File: config.mk
export PLATFORM = sky130hd
export DESIGN_NAME = uart_rx_deserializer
export DESIGN_NICKNAME = d
export VERILOG_FILES = /design/src/rtl/uart_rx_deserializer.sv
export SDC_FILE = /design/constraint.sdc
export NUM_CORES = 1
export LEC_CHECK = 0
export ABC_AREA = 1
export CAP_MARGIN = 10
export CORE_MARGIN = 2
export CORE_UTILIZATION = 55
export DETAILED_ROUTE_END_ITERATION = 6
export PLACE_DENSITY = 0.8
export SLEW_MARGIN = 20
export SYNTH_ARGS = -nofsm -noshare
export SYNTH_HDL_FRONTEND = slang
export SYNTH_SLANG_ARGS = --single-unit
File: constraint.sdc
create_clock -name clk_i -period 1.7 [get_ports clk_i]
set_clock_uncertainty 0.1 [all_clocks]
set_input_delay 0.255 -clock clk_i [delete_from_list [all_inputs] [get_ports clk_i]]
set_output_delay 0.255 -clock clk_i [all_outputs]
set_load 0.005 [all_outputs]
File: src/rtl/uart_rx_deserializer.sv
// UART receive front end: synchronizes rx_i, oversamples on the 16x baud tick and deserializes 5-8N/E/O/stick-parity frames.
// Optional `UART_RX_MAJORITY_EN: 3-sample majority vote per bit instead of a single centre sample.
module uart_rx_deserializer #(
  parameter int unsigned SYNC_STAGES = 2
) (
  input  logic       clk_i,
  input  logic       rst_ni,
  input  logic       baud_tick_i,
  input  logic       rx_i,
  input  logic [7:0] lcr_i,
  output logic [7:0] rx_data_o,
  output logic       rx_valid_o,
  input  logic       rx_ready_i,
  output logic       pe_o,
  output logic       fe_o,
  output logic       bi_o,
  output logic       oe_o,
  output logic       busy_o
);

  typedef enum logic [2:0] {S_IDLE, S_START, S_DATA, S_PARITY, S_STOP, S_WAIT_HIGH} state_e;

  state_e state_q, state_d;
  logic [SYNC_STAGES-1:0] sync_q;
  logic       rx_s;
  logic [3:0] tcnt_q;
  logic [2:0] bcnt_q;
  logic [7:0] shift_q;
  logic [1:0] wl_q;
  logic       pen_q, eps_q, stick_q, par_bit_q;
  logic       pend_q, pend_pe_q, pend_fe_q, pend_bi_q;
  logic [7:0] pend_data_q;
  logic [7:0] rx_data_q;
  logic       rx_valid_q, pe_q, fe_q, bi_q, oe_q;
  logic       decide, bitv;
  logic [3:0] dec_t;
  logic [2:0] last_bit;
  logic       exp_par;
  logic       latch_lcr, start_ok, data_en, par_en, stop_en;
  logic       unused_lcr;

  assign unused_lcr = ^{lcr_i[7:6], lcr_i[2]};

  always_ff @(posedge clk_i) begin
    if (!rst_ni) sync_q <= '1;
    else         sync_q <= {sync_q[SYNC_STAGES-2:0], rx_i};
  end
  assign rx_s = sync_q[SYNC_STAGES-1];

`ifdef UART_RX_MAJORITY_EN
  // Decision lands one tick after the bit centre; START reloads tcnt to 1 to keep later centres aligned.
  localparam logic [3:0] START_RELOAD = 4'd1;
  logic [1:0] maj_q;
  logic [3:0] first_t;
  always_comb begin
    first_t = (state_q == S_START) ? 4'd6 : 4'd14;
    dec_t   = first_t + 4'd2;
    bitv    = (maj_q[0] & maj_q[1]) | (rx_s & (maj_q[0] | maj_q[1]));
  end
  always_ff @(posedge clk_i) begin
    if (!rst_ni) begin
      maj_q <= '0;
    end else if (baud_tick_i) begin
      if (tcnt_q == first_t)         maj_q[0] <= rx_s;
      if (tcnt_q == first_t + 4'd1)  maj_q[1] <= rx_s;
    end
  end
`else
  localparam logic [3:0] START_RELOAD = 4'd0;
  always_comb begin
    dec_t = (state_q == S_START) ? 4'd7 : 4'd15;
    bitv  = rx_s;
  end
`endif

  assign decide   = baud_tick_i && (tcnt_q == dec_t);
  assign last_bit = 3'd4 + {1'b0, wl_q};
  assign exp_par  = stick_q ? ~eps_q : (eps_q ? ^shift_q : ~(^shift_q));

  always_ff @(posedge clk_i) begin
    if (!rst_ni) state_q <= S_IDLE;
    else         state_q <= state_d;
  end

  always_comb begin
    state_d = state_q;
    unique case (state_q)
      S_IDLE:      if (!rx_s) state_d = S_START;
      S_START:     if (decide) state_d = bitv ? S_IDLE : S_DATA;
      S_DATA:      if (decide && bcnt_q == last_bit) state_d = pen_q ? S_PARITY : S_STOP;
      S_PARITY:    if (decide) state_d = S_STOP;
      S_STOP:      if (decide) state_d = bitv ? S_IDLE : S_WAIT_HIGH;
      S_WAIT_HIGH: if (rx_s) state_d = S_IDLE;
      default:     state_d = S_IDLE;
    endcase
  end

  always_comb begin
    busy_o    = (state_q != S_IDLE);
    latch_lcr = (state_q == S_IDLE) && !rx_s;
    start_ok  = (state_q == S_START) && decide && !bitv;
    data_en   = (state_q == S_DATA) && decide;
    par_en    = (state_q == S_PARITY) && decide;
    stop_en   = (state_q == S_STOP) && decide;
  end

  always_ff @(posedge clk_i) begin
    if (!rst_ni) begin
      tcnt_q <= '0; bcnt_q <= '0; shift_q <= '0;
      wl_q <= '0; pen_q <= 1'b0; eps_q <= 1'b0; stick_q <= 1'b0; par_bit_q <= 1'b0;
      pend_q <= 1'b0; pend_data_q <= '0; pend_pe_q <= 1'b0; pend_fe_q <= 1'b0; pend_bi_q <= 1'b0;
    end else begin
      if (state_q == S_IDLE)    tcnt_q <= '0;
      else if (baud_tick_i)     tcnt_q <= ((state_q == S_START) && decide) ? START_RELOAD : tcnt_q + 4'd1;
      if (latch_lcr) begin
        wl_q <= lcr_i[1:0]; pen_q <= lcr_i[3]; eps_q <= lcr_i[4]; stick_q <= lcr_i[5];
      end
      if (start_ok) begin
        bcnt_q  <= '0;
        shift_q <= '0;
      end
      if (data_en) begin
        shift_q[bcnt_q] <= bitv;
        bcnt_q          <= bcnt_q + 3'd1;
      end
      if (par_en) par_bit_q <= bitv;
      pend_q <= stop_en;
      if (stop_en) begin
        pend_data_q <= shift_q;
        pend_fe_q   <= ~bitv;
        pend_pe_q   <= pen_q && (par_bit_q != exp_par);
        pend_bi_q   <= (shift_q == 8'h00) && !(pen_q && par_bit_q) && !bitv;
      end
    end
  end

  // A commit may reuse the holding register in the same cycle the old character is accepted.
  always_ff @(posedge clk_i) begin
    if (!rst_ni) begin
      rx_data_q <= '0; rx_valid_q <= 1'b0; pe_q <= 1'b0; fe_q <= 1'b0; bi_q <= 1'b0; oe_q <= 1'b0;
    end else begin
      oe_q <= 1'b0;
      if (pend_q) begin
        if (!rx_valid_q || rx_ready_i) begin
          rx_data_q  <= pend_data_q;
          pe_q       <= pend_pe_q;
          fe_q       <= pend_fe_q;
          bi_q       <= pend_bi_q;
          rx_valid_q <= 1'b1;
        end else begin
          oe_q <= 1'b1;
        end
      end else if (rx_valid_q && rx_ready_i) begin
        rx_data_q <= '0; pe_q <= 1'b0; fe_q <= 1'b0; bi_q <= 1'b0; rx_valid_q <= 1'b0;
      end
    end
  end

  assign rx_data_o  = rx_data_q;
  assign rx_valid_o = rx_valid_q;
  assign pe_o       = pe_q;
  assign fe_o       = fe_q;
  assign bi_o       = bi_q;
  assign oe_o       = oe_q;

endmodule

Word-level counts from Yosys, hierarchy flattened

Index checks and enable logic that the tools add are counted.
Widths: inputs -> output; s select.

Word-level logic and storage cells: 108
Output and inout bits: 14
Input port bits: 13
Bits in registers: 51

Bitwise gates (word level): 4
$lt $le $gt $ge: 2
Multiplexer cells: 35
Reductions and logical operators: 28
Eq/ne operators: 15
Add/sub/neg operators: 3

Operator list:

| kind                | count |
|---|---|
| $mux 8              | 6 |
| $mux 3              | 10 |
| $pmux 3 s6          | 1 |
| $logic_and 1x1->1   | 14 |
| $mux 1              | 13 |
| $ne 2x2->1 const B  | 6 |
| $bwmux 8            | 1 |
| $logic_not 8->1     | 1 |
| $mux 4              | 2 |
| $reduce_xor 8->1    | 1 |
| $eq 3x2->1 const B  | 2 |
| $eq 3x3->1 const B  | 2 |
| $reduce_and 6->1    | 1 |
| $add 4x1->4 const B | 1 |
| $eq 4x4->1          | 1 |
| $lt 3x4->1 const B  | 1 |
| $not 1->1           | 4 |
| $reduce_and 2->1    | 2 |
| $reduce_bool 2->1   | 2 |
| $add 3x1->3 const B | 1 |
| $add 3x2->3 const A | 1 |
| $demux 1 s3         | 1 |
| $eq 3x1->1 const B  | 1 |
| $eq 3x3->1          | 1 |
| other kinds (9)     | 11 |

Logic depth before layout (Yosys ltp)

Depth in word-level cells: 10
Gate-level depth with buffers: 12
Gate-level depth less buffers: 12

Worst setup path after synthesis

OpenSTA, ideal clock, no wires.

Path type: reg-to-reg
Start point: reg tcnt_q[1]
End point: reg bcnt_q[1]
Setup time: 0.132 ns
Buffers on the path: 1
Period minus slack after synthesis: 1.517 ns
Arrival: 1.285 ns
Cell stages (with the launch flop): 8
Data required time: 1.468 ns
Path slack: 0.183 ns
Path through: dfxtp_1 -> ha_1 -> nand2_1 -> nor2_4 -> nand4_2 -> buf_2 -> nand3_1 -> a21oi_2

Word-level cells in the longest chain between the ends: 5
Elaborated cells between the ends (all ways): 7
Classes of those cells: eq/ne (1); mux (1); reduce/logical (5)

RTL lines:

| item                           | RTL line | source |
|---|---|---|
| start, declared                | 26       | `logic [3:0] tcnt_q;` |
| start signal, assigned         | 114      | `else if (baud_tick_i) tcnt_q <= ((state_q == S_START) && decide) ? START_RELOAD : tcnt_q + 4'd1;` |
| $eq 4x4->1 (*)                 | 76       | `assign decide = baud_tick_i && (tcnt_q == dec_t);` |
| $logic_and 1x1->1 (*)          | 76       |  |
| $logic_and 1x1->1 (2 in a row) | 101      | `start_ok = (state_q == S_START) && decide && !bitv;` |
| $reduce_bool 2->1 (no line)    | -        |  |
| end signal, assigned           | 124      | `bcnt_q <= bcnt_q + 3'd1;` |
| end, declared                  | 27       | `logic [2:0] bcnt_q;` |

Every way passes the cells marked *; elsewhere a longest branch is shown, timed or not.
A chain may end at the register's enable or synchronous reset.

Worst setup path in the final report

Start point: reg tcnt_q[0]
End point: reg state_q[1]

Word-level cells in the longest chain between the ends: 5
Elaborated cells between the ends (all ways): 8
Classes of those cells: eq/ne (5); reduce/logical (3)

RTL lines:

| item                           | RTL line | source |
|---|---|---|
| $eq 4x4->1 (*)                 | 76       |  |
| $logic_and 1x1->1 (*)          | 76       |  |
| $logic_and 1x1->1              | 90       | `S_DATA: if (decide && bcnt_q == last_bit) state_d = pen_q ? S_PARITY : S_STOP;` |
| $ne 2x2->1 (no line)           | -        |  |
| $reduce_and 6->1 (no line) (*) | -        |  |
| end signal, assigned           | 82       | `else state_q <= state_d;` |
| end, declared                  | 23       | `state_e state_q, state_d;` |

Marked as above.

==> flow_summary.yaml <==
logic_synthesis:
  synthTopCellsByCount: "nand2_1 (69), dfxtp_1 (51), nand3_1 (47), a21oi_1 (41), inv_1 (41)"
  synth_area_leaders: "dfxtp_1 (42%), nand2_1 (11%), nand3_1 (9.6%), a21oi_1 (8.4%), inv_1 (6.3%)"
  async_reset_ff_share_pct: 0
  synth_nets: 369
  syn-cell-area_um2: 2457
  syn_inst: 350
  yosys_register_bits: 51
  synth_enable_flop_cells: 0
  ys_seq_area_share_pct: 41.55
  yosysWarnings: 0
  ys_types: 30
  synth_top_area_cell: "dfxtp_1"
  avgSynthCellArea_um2: 7.021
  yosysMostFrequentCell: "nand2_1"
  ys.flop_type: "dfxtp_1"
  synth_top_area_share_pct: 41.55
cts:
  clock_latency_ps: 310
  cts_tree: "yes"
  clockRootBuffer: "clkbuf_8"
  h-tree-depth: 2
  path_clk_slew_ps: 90
  cts_sinks: 51
  cts_buffers: 5
  clk_path_buf_depth: 2
worst_setup_path:
  worst_setup_path_start_kind: "flop"
  cp_num_buf_inv: 0
  crit_type: "reg2reg"
  critPathTopFamily: "simple AND/OR/NAND/NOR gates"
  cp.required_ps: 1810
  endpoint_kind: "flop"
  crit_slowest_cell: "dfxtp_2"
  path_cells: "ha_4 > nand2_2 > nor2_4 > nand3_1 > nand2_2 > nand3_1 > nor2_1 > nor2_1"
  arrival_ps: 1770
  crit_path_max_incr_delay_ps: 360
  path_max_fanout: 5
global_route:
  grt_max_degree: 21
  antenna_found_initial: 0
  grt_first_pass_wirelength_mm: 8.832
  grt_use_total_pct: 21.76
  gr-total-overflow: 0
  grt_pass1_vias: 2057
sta:
  fmax_mhz: 603.7
  hold_viol_final: 0
  fin_crit_sh_pct: 97.44
  rsz0062_at_grt: "true"
  slew_headroom_pct: 63.35
  drv_slew: 0
  fin_crit_ps: 1657
  tightest_slew_ps: 547.7
  final-setup-viol-count: 0
final_layout:
  multi_input_area_um2: 1242
  layout.nets: 411
  fin_area_um2: 3115
  synthToLayoutAreaGrowth_pct: 26.78
  drive_above_1_share_pct: 17.05
  seq_area_um2: 1042
  utilization_pct: 72.05
  fillers: 341
  diodes: 0
routing:
  wl_per_cell_um: 13.05
  via_per_inst: 5.373
  vias: 2391
  ant_nets: 0
  drt_iter0_markers: 156
  drc: 0
  wl_mm: 5.808
  first_pass_iters: 5
die:
  fp.dieW_um: 70.84
  ios: 27
  die_h_um: 70.84
  coreArea_um2: 4324
  rows: 24
  die-area_um2: 5018
  start_util_pct: 56.83
power:
  ir_drop_v: 0.0004566
  leakagePower_nw: 1.262
  powerDensity_nw_per_um2: 844.9
status:
  status: "finished, final reports clean"
placed_design:
  place_area_um2: 2814
  hpwl_mm: 3.773
  place.port_buffers: 23
  gp_congestion: 0.8537
flow_run:
  drv_cap: 0
worst_hold_path:
  hold_class: "reg2reg"
-- kinds of logic (layout without fill, tap and decap cells) --
kind of cell | count (synthesis) | after routing | synth area share (%)
xor+xnor | 3 | 3 | 1.069
fa+ha+maj | 6 | 6 | 3.055
compound gates | 73 | 73 | 15.38
flops | 51 | 51 | 41.55
simple gates | 156 | 156 | 28.87
buf+inv | 61 | 104 | 10.08
-- per-layer routing --
layer / GRT usage (%) / routed length (µm)
met1: 27.83 / 2577
met2: 37.07 / 2807
met3: 3.419 / 305
met4: 8.176 / 117
met5: 0 / 0
-- final cells by class --
type / count / area share [%]
clock buffer: 5 / 2.209
clock inverter: 3 / 0.8434
inverter: 47 / 5.743
multi-input combinational: 238 / 39.88
sequential: 51 / 33.45
tap: 52 / 2.088
timing repair buffer: 49 / 15.78
-- cells in the final DEF (no fill, tap or decap), types with 2 or more instances in the layout --
cell	instances
a21oi_1	41
a21oi_2	2
buf_12	2
buf_4	21
clkbuf_16	2
clkbuf_8	5
clkdlybuf4s50_1	22
dfxtp_1	40
dfxtp_2	8
dfxtp_4	3
ha_1	4
ha_4	2
inv_1	41
inv_2	4
inv_6	2
nand2_1	67
nand2_2	4
nand3_1	47
nand4_1	5
nor2_1	19
nor2_4	3
nor3_1	3
nor4_1	2
o21ai_0	27
or2_2	2
xor2_1	2
-- worst paths after layout --
kind,start,cells after the start,to,slack (ps)
min reg2reg,sync_q[0],1,sync_q[1],320
max reg2reg,tcnt_q[0],8,state_q[1],40
max,tcnt_q[0],8,state_q[1],40
min,sync_q[0],1,sync_q[1],320
-- state kept, by name, summed over array words and instances (netlist names), 2 cells and up --
name / flops
bcnt_q: 3
pend_data_q: 8
rx_data_o: 8
shift_q: 8
state_q: 3
sync_q: 2
tcnt_q: 4
wl_q: 2
-- repair_timing --
action,CTS,global route
hold buffers,0,0
gates cloned,0,2
buffers inserted,0,8
pin swaps,0,2
resized for setup,9,18
endpoints found under the setup margin,4,19
-- metrics by stage --
step                setup slack [ps]  total power [mW]  instances  hold slack, ps  setup TNS, ps
floorplan                      182.8             1.623        350           261.6              0
global placement              -126.5             1.740        427           297.8          -1348
detailed placement            -161.8             1.747        427           306.0          -1990
CTS                            6.072             2.502        435           329.4              0
global route                  -39.03             2.775        445           345.8         -147.1
finish                         43.44             2.632        445           322.7              0
-- power by group --
part	leakage, nW	total (mW)	switching (mW)	internal [mW]
logic	0.795	0.593	0.341	0.253
clock network	0.0491	0.737	0.434	0.303
registers	0.418	1.30	0.0487	1.25
total	1.26	2.63	0.824	1.81
No activity file was read; power rests on OpenSTA's default activity.
